<file path="src/rtl/keypad_hex_entry.sv">
// keypad_hex_entry
// Scans a 4x4 hex keypad (Pmod KYPD layout), debounces whole-keypad scans and
// shifts every accepted key into a 32-bit entry word, newest nibble lowest.
//
// Ports:
//   clk       system clock, rising edge
//   rst       synchronous reset, active low
//   clr       synchronous clear of value/digits, active high (level)
//   row[3:0]  keypad rows, active low, asynchronous to clk
//   col[3:0]  keypad column drive, active low, one-hot-low
//   value     entry word, newest digit in [3:0]
//   key_code  code of the last accepted key
//   key_valid one-cycle strobe when a key is accepted
//   digits    digits entered since reset/clr, saturates at 8
module keypad_hex_entry #(
  parameter int SCAN_CYCLES = 100000,
  parameter int DEB_SCANS   = 20
) (
  input  logic        clk,
  input  logic        rst,
  input  logic        clr,
  input  logic [3:0]  row,
  output logic [3:0]  col,
  output logic [31:0] value,
  output logic [3:0]  key_code,
  output logic        key_valid,
  output logic [3:0]  digits
);

  localparam int DW = (SCAN_CYCLES > 1) ? $clog2(SCAN_CYCLES) : 1;
  localparam int CW = $clog2(DEB_SCANS + 1);
  localparam logic [DW-1:0] DWELL_LAST = DW'(SCAN_CYCLES - 1);
  localparam logic [CW-1:0] DEB_TARGET = CW'(DEB_SCANS);
  localparam logic [CW-1:0] CNT_ONE    = CW'(1);

  typedef enum logic [2:0] {
    S_IDLE   = 3'd0,
    S_CAND   = 3'd1,
    S_ACCEPT = 3'd2,
    S_HELD   = 3'd3,
    S_REL    = 3'd4
  } deb_state_t;

  // Map bit index {col, row} to the printed key legend.
  function automatic logic [3:0] key_lookup(input logic [3:0] bit_idx);
    case (bit_idx)
      4'd0:    key_lookup = 4'h1;
      4'd1:    key_lookup = 4'h4;
      4'd2:    key_lookup = 4'h7;
      4'd3:    key_lookup = 4'h0;
      4'd4:    key_lookup = 4'h2;
      4'd5:    key_lookup = 4'h5;
      4'd6:    key_lookup = 4'h8;
      4'd7:    key_lookup = 4'hF;
      4'd8:    key_lookup = 4'h3;
      4'd9:    key_lookup = 4'h6;
      4'd10:   key_lookup = 4'h9;
      4'd11:   key_lookup = 4'hE;
      4'd12:   key_lookup = 4'hA;
      4'd13:   key_lookup = 4'hB;
      4'd14:   key_lookup = 4'hC;
      4'd15:   key_lookup = 4'hD;
      default: key_lookup = 4'h0;
    endcase
  endfunction

  logic [3:0]    row_meta_r, row_sync_r;
  logic [1:0]    col_idx_r;
  logic [DW-1:0] dwell_r;
  logic [11:0]   map_r;       // columns 0..2; column 3 is read live at scan end
  logic [3:0]    col_r;
  logic          sample_s, scan_end_s;
  logic [15:0]   scan_map_s;
  logic [4:0]    hit_count_s;
  logic [3:0]    hit_idx_s, code_s;
  logic          none_s, single_s;
  deb_state_t    state_r, state_s;
  logic [3:0]    cand_r, cand_s;
  logic [CW-1:0] cnt_r, cnt_s, cnt_inc_s;
  logic [31:0]   value_r;
  logic [3:0]    key_code_r, digits_r;
  logic          key_valid_r;

  assign sample_s   = (dwell_r == DWELL_LAST);
  assign scan_end_s = sample_s && (col_idx_r == 2'd3);
  assign cnt_inc_s  = cnt_r + CNT_ONE;

  // Row synchronizer, column dwell timer and per-column row capture.
  always_ff @(posedge clk) begin
    if (!rst) begin
      row_meta_r <= 4'b1111;
      row_sync_r <= 4'b1111;
      col_idx_r  <= 2'd0;
      dwell_r    <= '0;
      map_r      <= 12'd0;
      col_r      <= 4'b1110;
    end else begin
      row_meta_r <= row;
      row_sync_r <= row_meta_r;
      if (sample_s) begin
        dwell_r   <= '0;
        col_idx_r <= col_idx_r + 2'd1;
        col_r     <= ~(4'b0001 << (col_idx_r + 2'd1));
        case (col_idx_r)
          2'd0:    map_r[3:0]  <= ~row_sync_r;
          2'd1:    map_r[7:4]  <= ~row_sync_r;
          2'd2:    map_r[11:8] <= ~row_sync_r;
          default: map_r       <= map_r;
        endcase
      end else begin
        dwell_r <= dwell_r + DW'(1);
      end
    end
  end

  // Full-scan map (column 3 taken from the sync flops on its sample cycle) and
  // classification into NONE / SINGLE(code) / MULTI.
  always_comb begin
    scan_map_s  = {~row_sync_r, map_r};
    hit_count_s = 5'd0;
    hit_idx_s   = 4'd0;
    for (int i = 0; i < 16; i++) begin
      hit_count_s = hit_count_s + {4'd0, scan_map_s[i]};
      if (scan_map_s[i]) begin
        hit_idx_s = 4'(i);
      end else begin
        hit_idx_s = hit_idx_s;
      end
    end
    none_s   = (hit_count_s == 5'd0);
    single_s = (hit_count_s == 5'd1);
    code_s   = key_lookup(hit_idx_s);
  end

  // Debounce state register.
  always_ff @(posedge clk) begin
    if (!rst) begin
      state_r <= S_IDLE;
      cand_r  <= 4'd0;
      cnt_r   <= '0;
    end else begin
      state_r <= state_s;
      cand_r  <= cand_s;
      cnt_r   <= cnt_s;
    end
  end

  // Debounce next-state: only scan-end cycles move the press/release counters.
  always_comb begin
    state_s = state_r;
    cand_s  = cand_r;
    cnt_s   = cnt_r;
    case (state_r)
      S_IDLE: begin
        if (scan_end_s && single_s) begin
          cand_s  = code_s;
          cnt_s   = CNT_ONE;
          state_s = (CNT_ONE >= DEB_TARGET) ? S_ACCEPT : S_CAND;
        end else begin
          state_s = S_IDLE;
        end
      end
      S_CAND: begin
        if (!scan_end_s) begin
          state_s = S_CAND;
        end else if (single_s && (code_s == cand_r)) begin
          cnt_s   = cnt_inc_s;
          state_s = (cnt_inc_s >= DEB_TARGET) ? S_ACCEPT : S_CAND;
        end else if (single_s) begin
          cand_s = code_s;
          cnt_s  = CNT_ONE;
        end else begin
          state_s = S_IDLE;
        end
      end
      S_ACCEPT: state_s = S_HELD;
      S_HELD: begin
        if (scan_end_s && none_s) begin
          cnt_s   = CNT_ONE;
          state_s = (CNT_ONE >= DEB_TARGET) ? S_IDLE : S_REL;
        end else begin
          state_s = S_HELD;
        end
      end
      S_REL: begin
        if (!scan_end_s) begin
          state_s = S_REL;
        end else if (none_s) begin
          cnt_s   = cnt_inc_s;
          state_s = (cnt_inc_s >= DEB_TARGET) ? S_IDLE : S_REL;
        end else begin
          state_s = S_HELD;
        end
      end
      default: state_s = S_IDLE;
    endcase
  end

  // Output registers: strobe/code are loaded on entry to ACCEPT so they are
  // visible during the ACCEPT cycle; the entry word shifts as ACCEPT ends,
  // and clr overrides that shift.
  always_ff @(posedge clk) begin
    if (!rst) begin
      key_valid_r <= 1'b0;
      key_code_r  <= 4'd0;
      value_r     <= 32'd0;
      digits_r    <= 4'd0;
    end else begin
      key_valid_r <= (state_s == S_ACCEPT);
      if (state_s == S_ACCEPT) begin
        key_code_r <= cand_s;
      end else begin
        key_code_r <= key_code_r;
      end
      if (clr) begin
        value_r  <= 32'd0;
        digits_r <= 4'd0;
      end else if (state_r == S_ACCEPT) begin
        value_r  <= {value_r[27:0], cand_r};
        digits_r <= (digits_r == 4'd8) ? 4'd8 : (digits_r + 4'd1);
      end else begin
        value_r  <= value_r;
        digits_r <= digits_r;
      end
    end
  end

  assign col       = col_r;
  assign value     = value_r;
  assign key_code  = key_code_r;
  assign key_valid = key_valid_r;
  assign digits    = digits_r;

endmodule

</file>
<file path="config.mk">
export PLATFORM = sky130hd
export DESIGN_NAME = keypad_hex_entry
export DESIGN_NICKNAME = d
export VERILOG_FILES = /design/src/rtl/keypad_hex_entry.sv
export SDC_FILE = /design/constraint.sdc
export NUM_CORES = 1
export LEC_CHECK = 0
export CORE_MARGIN = 2
export CORE_UTILIZATION = 50
export CTS_BUF_LIST = sky130_fd_sc_hd__clkbuf_16
export DETAILED_ROUTE_END_ITERATION = 6
export PLACE_DENSITY_LB_ADDON = 0.08
export SYNTH_ARGS = -nofsm -noshare
export SYNTH_HDL_FRONTEND = slang
export SYNTH_SLANG_ARGS = --single-unit
</file>
<file path="constraint.sdc">
create_clock -name clk -period 8.45 [get_ports clk]
set_clock_uncertainty 0.15 [all_clocks]
set_input_delay 1.2675 -clock clk [delete_from_list [all_inputs] [get_ports clk]]
set_output_delay 1.2675 -clock clk [all_outputs]
set_load 0.005 [all_outputs]
</file>
[After elaboration in Yosys (flattened, before gate mapping)]
Memory sizes are Yosys's and may differ from the RTL's.
Index checks and enable logic that the tools add are counted.
Storage, ports and cells
  bits in registers: 96
  bits in latches: 0
  bits in writable memories: 0
  bits in read-only memories: 64
  bits of input ports: 7
  output and inout port bits: 45
  logic and storage cells: 111
  memories: 1
Cells by class
  add/sub/neg operators: 19
  multiply operators: 0
  div/mod/pow operators: 0
  $lt $le $gt $ge: 1
  equality and inequality tests: 18
  shift operators: 1
  mux-type cells: 39
  bitwise logic cells: 3
  reduce and logical (&&, ||, !) cells: 14
Memory list
  (no name shown): depth 16, bits a word 4, rd ports 1, clocked after Yosys merged registers in 0, write ports 0, RTL line 46  | case (bit_idx)
Operator list (number)
  $mux W4: 19
  $add A5 B1 Y5: 11
  $mux W5: 7
  $mux W3: 7
  $pmux W5 S4: 1
  $add A17 B1 Y17 const B: 1
  $eq A17 B17 Y1 const B: 1
  $pmux W3 S5: 1
  $ne A2 B2 Y1 const B: 5
  $eq A3 B2 Y1 const B: 3
  $not A4 Y4: 2
  $pmux W4 S2: 1
  $reduce_and A7 Y1: 1
  $reduce_and A2 Y1: 3
  $add A4 B1 Y5: 1
  $add A5 B1 Y5 const B: 1
  $eq A5 B1 Y1 const B: 1
  $ge A5 B5 Y1 const B: 1
  $logic_not A5 Y1: 1
  $add A3 B1 Y4: 1
  $add A4 B1 Y4 const B: 1
  $eq A2 B2 Y1 const B: 2
  $eq A4 B4 Y1: 1
  $eq A4 B4 Y1 const B: 1
  other kinds (16): 21

[Logic depth before layout (Yosys ltp)]
Gate-level depths: netlist (run 1).
An unclocked memory read counts as a cell.
  word-level depth: 22
  depth in mapped cells: 19
  mapped depth without buffers: 19

[Worst setup path after synthesis (run 1)]
No wires, ideal clock.
  kind: register to register
  start point: register map_r[5]
  end point: register key_code_r[2], in the netlist key_code[2]
  library setup time: 114 ps
  arrival: 4516 ps
  path slack: 3670 ps
  stages on the path, launching flop included: 20
  period minus slack after synthesis: 4780 ps
  cells stage by stage: dfxtp_1 -> inv_1 -> fa_1 -> fa_1 -> inv_1 -> fa_1 -> inv_1 -> fa_1 -> inv_1 -> ha_1 -> inv_1 -> fa_1 -> a211oi_1 -> mux2i_1 -> nor2_1 -> nand2_1 -> nor4_2 -> nor4b_4 -> nor2_1 -> a21o_1
On the way
  cells in the longest elaborated chain, start to end: 18
RTL lines
  start: declaration: RTL line 70  | logic [11:0] map_r;
  start signal: assignment: RTL line 106  | 2'd1: map_r[7:4] <= ~row_sync_r;
  start signal: assignment: RTL line 108  | default: map_r <= map_r;
  branches (longest 18 deep; another with $add A5 B1 Y5)
  end signal: assignment: RTL line 211  | key_code_r <= cand_s;
  end signal: assignment: RTL line 213  | key_code_r <= key_code_r;
  end: declaration: RTL line 81  | logic [3:0] key_code_r, digits_r;
Several ways; the timed one is not identified.
A chain may end at the register's enable or synchronous reset.

[Worst setup path after layout (run 1)]
Ends and elaborated chain as after synthesis.

==> metrics.txt, run 1 <==
status complete, no violations; initial DRC count 185; FILL cells 852; Clk pwr share 43.5%; Synth-to-Final Area Change 18.3%; vias in the first global route 3549; grt met2 use between 30% and 40%; cts repair resizes 0; crit-path max FO 10; core area 9200 µm²; post-DP HPWL just over 7000 µm; Post-synth EDFFs 0; Req. time, crit path 8.54 ns; die footprint 10200 µm²; die width 101 µm; slew margin rel. 30.6%; largest net degree at the start of global routing 50; count of cell types in the netlist 52; Routability Congestion ~0.85; power share of the sequential group 51.5%; # rows 35; RSZ-0062 raised after global routing no; Cell Pwr Density 160 nW/µm²; Worst Tran Pin Value around 1.0 ns; hold worst-path end row_sync_r[3]$_SDFF_PN1_; most common cell after layout, fill and taps aside nand2_1; PortBufs 51; Final min period 5.33 ns; Post-Syn Area 4710 µm²; final period utilization between 60% and 70%; Final setup viols 0; Hold Path Depth 1; WHS 0.258 ns; post-synthesis simple-gate area fraction 25.7%; # diodes 0; reg2reg setup slack about 3.1 ns; H-tree levels 3; Pre-Repair DR Iteration Count 4; remaining global-route overflow 0; Inserted Clock Buffers 9; Synth Area in XOR/XNOR 3.72%; DRC Markers 0; Finished Cell Area 5570 µm²; share of cells above drive strength 1 between 4 and 5%; clk slew on worst S/H paths 0.07 ns; Seq cells post-synth 96; CP Class reg -> reg; maximum clock frequency 187 MHz; Root Buffer Master clkbuf_16; Net Sw Frac 24.1%; RR Startpoint map_r[5]$_SDFFE_PN0P_; Initial Util 51.2%; syn_nets 597; compound-cell area share of the yosys netlist 15.5%; initial antenna violation count 0; Die H 101 µm; Most Crowded Layer GR met2; max_cap viols 0; combinational power share 5.0%; most frequent cells in the layout nand2_1 (109), dfxtp_1 (96), clkdlybuf4s50_1 (51); antenna-violating nets left 0; Bufs on Longest Clock Path 2; Boundary Pins 52; Hold Crit Class reg -> reg; routing usage on met3 under 10%; Arr. time, crit path about 5.4 ns; yosys warns 0; first-pass GRT wire length 17000 µm; predominant post-synthesis flop cell dfxtp_1; Switching Power 0.215 mW; Vias/cell 5.41; # clock sinks 96; post-synthesis sequential area ratio 40.8%; Post-Place Cell Area ~5300 µm²; Reg2Reg Capture Point key_code[2]$_SDFFE_PN0N_; WL final about 9800 µm; Post-CTS Setup Inserts 0; post-synthesis adder-cell area fraction 8.50%; CP endpoint kind flop; fin. max-slew vios 0; ys async rst share 0%; synthesized area per cell 8.35 µm²; Internal 0.676 mW; worst-case vdd ir drop 99.5 µV; GR Layer Usage met1 29.5%; Nets between 600 and 700; setup total negative slack 0 ns; Gate Count Post-Synth 564; proportion of synthesized area in mux cells approximately 1.1%; Setup crit start kind flop; Final Hold Viols 0; Vias between 3000 and 4000; Total GRT Usage 20.5%; CTS tree built; wire length per cell 13.7 µm; Post-CTS Hold Buffers 0; LEAKAGE between 2 and 2.5 nW; Clock Latency Late Sink 0.34 ns; hold_sp row_meta_r[3]$_SDFF_PN1_; FF-to-FF path depth 19; main combinational cell family by area after synthesis simple AND/OR/NAND/NOR gates
critical path, cell delays in order (launching register included):
cell,delay [ns]
dfxtp_1,0.40
inv_1,0.11
fa_1,0.52
fa_1,0.50
inv_1,0.05
fa_1,0.50
inv_1,0.05
fa_1,0.42
inv_1,0.06
ha_1,0.16
inv_1,0.06
fa_1,0.38
a211oi_1,0.26
mux2i_1,0.15
nor2_1,0.31
nand2_1,0.13
nor4_2,0.26
nor4b_4,0.49
nor2_1,0.10
a21o_1,0.16
state kept, by name (all words and copies together) (netlist names), 5 cells and up:
name	cells
value	32
dwell_r	17
map_r	12
cnt_r	5
logic make-up after synthesis:
| logic type | Yosys count |
|---|---|
| AND/OR/NAND/NOR | 248 |
| AO/OA/AOI/OAI | 110 |
| flip-flops | 96 |
| buffers and inverters | 59 |
| adder cells (fa/ha/maj) | 26 |
| XOR/XNOR | 20 |
| multiplexers | 5 |
power by group through the flow:
stage | Sequential [mW] | Combinational, mW | Clock [mW]
global route | 0.459 | 0.0514 | 0.413
detailed placement | 0.469 | 0.0446 | 0
global placement | 0.469 | 0.0443 | 0
CTS | 0.459 | 0.0449 | 0.396
finish | 0.459 | 0.0444 | 0.388
floorplan | 0.468 | 0.0350 | 0
routing by layer:
| metal | vias up | wire (µm) |
|---|---|---|
| met1 | 1801 | 4840 |
| met5 | - | 0 |
| met2 | 87 | 4500 |
| li1 | 1992 | - |
| met4 | 0 | 78 |
| met3 | 5 | 423 |
cell type report:
| type | count | area [µm²] | share of cell area [%] |
|---|---|---|---|
| multi-input combinational | 409 | 2570 | 46.2 |
| sequential | 96 | 1920 | 34.5 |
| timing repair buffer | 55 | 541 | 9.70 |
| clock buffer | 9 | 225 | 4.04 |
| tap | 111 | 139 | 2.49 |
| inverter | 31 | 116 | 2.09 |
| clock inverter | 7 | 55.1 | 0.988 |
synthesized netlist by cell type, types with 6 or more instances:
library cell | instances | area (µm²)
a21oi_1 | 39 | 195
a31oi_1 | 6 | 37.5
and2_1 | 6 | 37.5
and3_1 | 6 | 37.5
clkbuf_1 | 27 | 101
dfxtp_1 | 96 | 1920
fa_1 | 10 | 200
ha_1 | 16 | 200
inv_1 | 31 | 116
nand2_1 | 109 | 409
nand2b_1 | 17 | 106
nand3_1 | 26 | 130
nor2_1 | 44 | 165
nor4_1 | 6 | 37.5
o211a_1 | 14 | 140
o21ai_0 | 20 | 100
xor2_1 | 15 | 131
how the worst max path moves through the flow:
stage / startpoint / to / slack (ns)
6_report: map_r[5]$_SDFFE_PN0P_ / key_code[2]$_SDFFE_PN0N_ / 3.12
5_1_grt: map_r[9]$_SDFFE_PN0P_ / key_code[2]$_SDFFE_PN0N_ / 2.63
4_1_cts: map_r[9]$_SDFFE_PN0P_ / key_code[2]$_SDFFE_PN0N_ / 3.13
3_5_place_dp: map_r[9]$_SDFFE_PN0P_ / key_code[2]$_SDFFE_PN0N_ / 3.15
3_3_place_gp: map_r[5]$_SDFFE_PN0P_ / key_code[2]$_SDFFE_PN0N_ / 3.38
2_1_floorplan: map_r[5]$_SDFFE_PN0P_ / key_code[2]$_SDFFE_PN0N_ / 3.67
per-stage QoR:
stage | util (%) | setup WS (ns) | power, mW | std cells
CTS | 60.6 | 3.13 | 0.899 | 718
detailed placement | 57.6 | 3.15 | 0.514 | 702
finish | 60.6 | 3.12 | 0.891 | 718
global placement | 57.6 | 3.38 | 0.514 | 702
floorplan | - | 3.67 | 0.503 | 564
global route | 60.6 | 2.63 | 0.924 | 718
Power figures use the tool's default switching activity.
==> inputs of run 2 (changes only) <==
==> constraint.sdc (replaced) <==
create_clock -name clk -period 4.6 [get_ports clk]
set_clock_uncertainty 0.15 [all_clocks]
set_input_delay 0.69 -clock clk [delete_from_list [all_inputs] [get_ports clk]]
set_output_delay 0.69 -clock clk [all_outputs]
set_load 0.005 [all_outputs]
==> run 2 against run 1 <==
Against the previous run: the run now ends with negative setup slack left; first-iteration DRC count grew 25%; non-clock buffer count is 27 higher; total power increased by 90%; setup slack worse by 3.3 ns; critical path depth did not move; clock power grew 96%; cell count is 3.8% higher; critical endpoint is now state_r[1]$_SDFF_PN0_; highest routed layer unchanged.
==> metrics.txt, run 2 (synthesis gave the netlist of run 1 again) <==
Worst Tran Pin Value 0.922 ns; Final min period 4.76 ns; crit-path max FO 3; Synth-to-Final Area Change 24.4%; max_cap viols 0; WL final 10300 µm; CP Class reg -> reg; Boundary Pins 52; share of cells above drive strength 1 12.0%; Nets 662; status finished, violations left; Most common cell on crit path fa_1; post-DP HPWL around 7400 µm; Clock Latency Late Sink 0.34 ns; final setup margin -0.162 ns; critical path's top delay family adder cells; core area ~9200 µm²; # clock sinks 96; Post-CTS Hold Buffers 0; remaining global-route overflow 0; Inserted Clock Buffers 9; Largest register FFs 32; RSZ-0062 raised after global routing yes; FILL cells 822; DRC Markers 0; Vias/cell 5.48; CTS tree built; Hold Crit Class reg -> reg; vias in the first global route 3717; Bufs on Longest Clock Path 2; die footprint between 10000 and 15000 µm²; Pre-Repair DR Iteration Count 5; WHS 0.259 ns; Net Sw Frac 23.1%; Finished Cell Area 5860 µm²; Req. time, crit path 4.68 ns; wire length per cell between 10 and 15 µm; Post-Place Cell Area 5470 µm²; fin. max-slew vios 0; Max stage delay on crit path between 0.5 and 0.6 ns; Final Hold Viols 0; maximum clock frequency 210 MHz; PortBufs 51; # diodes 0; Final setup viols 14; Setup crit start kind flop; H-tree levels 3; antenna-violating nets left 0; Switching Power 0.391 mW; die width 101 µm; final period utilization 104%; Internal around 1.3 mW; first-pass GRT wire length 17300 µm; Vias 4080; clk slew on worst S/H paths 0.07 ns; Cell Pwr Density 289 nW/µm²; slowest library cell on the worst path fa_1; initial antenna violation count 0; combinational power share 5.6%; Root Buffer Master clkbuf_16; worst-case vdd ir drop 197 µV; setup total negative slack -1.01 ns; initial DRC count 231; most frequent cells in the layout nand2_1 (108), dfxtp_1 (91), clkdlybuf4s50_1 (51); Die H 101 µm; power share of the sequential group 49.5%; Routability Congestion 0.861; CP cell instances fa_1, inv_2, fa_1, inv_2, fa_1, inv_1, fa_1, inv_1, ha_2, inv_2, fa_2, a211oi_2, mux2i_1, buf_4, buf_4, or3_4, a31oi_1, o22ai_1, o21a_1; largest net degree at the start of global routing 37; CP endpoint kind flop; most common cell after layout, fill and taps aside nand2_1; # rows 35; LEAKAGE around 2.3 nW; combined buffer and inverter count along the critical path 7; pre-CTS setup slack -0.207 ns; failing checks negative setup slack; Arr. time, crit path 4.84 ns; Total GRT Usage approximately a fifth; Clk pwr share 44.9%; slew margin rel. 38.4%; Initial Util 51.2%
-- run 2: worst reg2reg max path, stage by stage, from the launching register on --
cell	delay (ns)
dfxtp_2	0.34
fa_1	0.55
inv_2	0.04
fa_1	0.51
inv_2	0.04
fa_1	0.50
inv_1	0.05
fa_1	0.43
inv_1	0.07
ha_2	0.18
inv_2	0.04
fa_2	0.34
a211oi_2	0.17
mux2i_1	0.13
buf_4	0.15
buf_4	0.13
or3_4	0.37
a31oi_1	0.17
o22ai_1	0.11
o21a_1	0.19
-- run 2: layout make-up --
type,instances,area [µm²],area share (%)
well taps,111,139,2.37
clock inverters,7,80.1,1.37
repair buffers,82,741,12.6
multi-input cells,409,2630,44.9
inverters,31,116,1.99
clock buffers,9,225,3.84
flip-flops and latches,96,1930,32.9
-- run 2: power groups by stage --
stage	registers, mW	clock network [mW]	logic, mW
global route	0.840	0.804	0.108
detailed placement	0.859	0	0.0886
floorplan	0.859	0	0.0650
global placement	0.859	0	0.0872
CTS	0.840	0.775	0.0934
finish	0.840	0.760	0.0950
-- run 2: metal layers --
metal	track usage, %	part of all wire [%]	up-vias
li1	-	-	2052
met1	30.3	48	1922
met2	31.8	46	97
met3	3.95	4.6	9
met4	5.61	0.85	0
met5	0	0	-
-- run 2: path summary, 6_finish.rpt --
| kind | end | startpoint | depth (start not counted) | slack (ns) |
|---|---|---|---|---|
| setup reg to reg | state_r[1]$_SDFF_PN0_ | map_r[0]$_SDFFE_PN0P_ | 19 | -0.16 |
| setup / recovery | state_r[1]$_SDFF_PN0_ | map_r[0]$_SDFFE_PN0P_ | 19 | -0.16 |
| hold reg to reg | row_sync_r[1]$_SDFF_PN1_ | row_meta_r[1]$_SDFF_PN1_ | 1 | 0.26 |
| hold / removal | row_sync_r[1]$_SDFF_PN1_ | row_meta_r[1]$_SDFF_PN1_ | 1 | 0.26 |
-- run 2: per-stage QoR --
stage | instances | util (%) | power (mW)
after floorplan | 564 | - | 0.924
after global placement | 724 | 59.5 | 0.946
after detailed placement | 724 | 59.5 | 0.948
after CTS | 744 | 63.4 | 1.71
after global routing | 745 | 63.7 | 1.75
final | 745 | 63.7 | 1.70
-- run 2: repair_timing --
action / 4_1_cts / 5_1_grt
gates resized for setup: 8 / 6
pin swaps: 5 / 2
setup buffers: 3 / 1
setup endpoints to repair: 15 / 17
cloned: 1 / 0
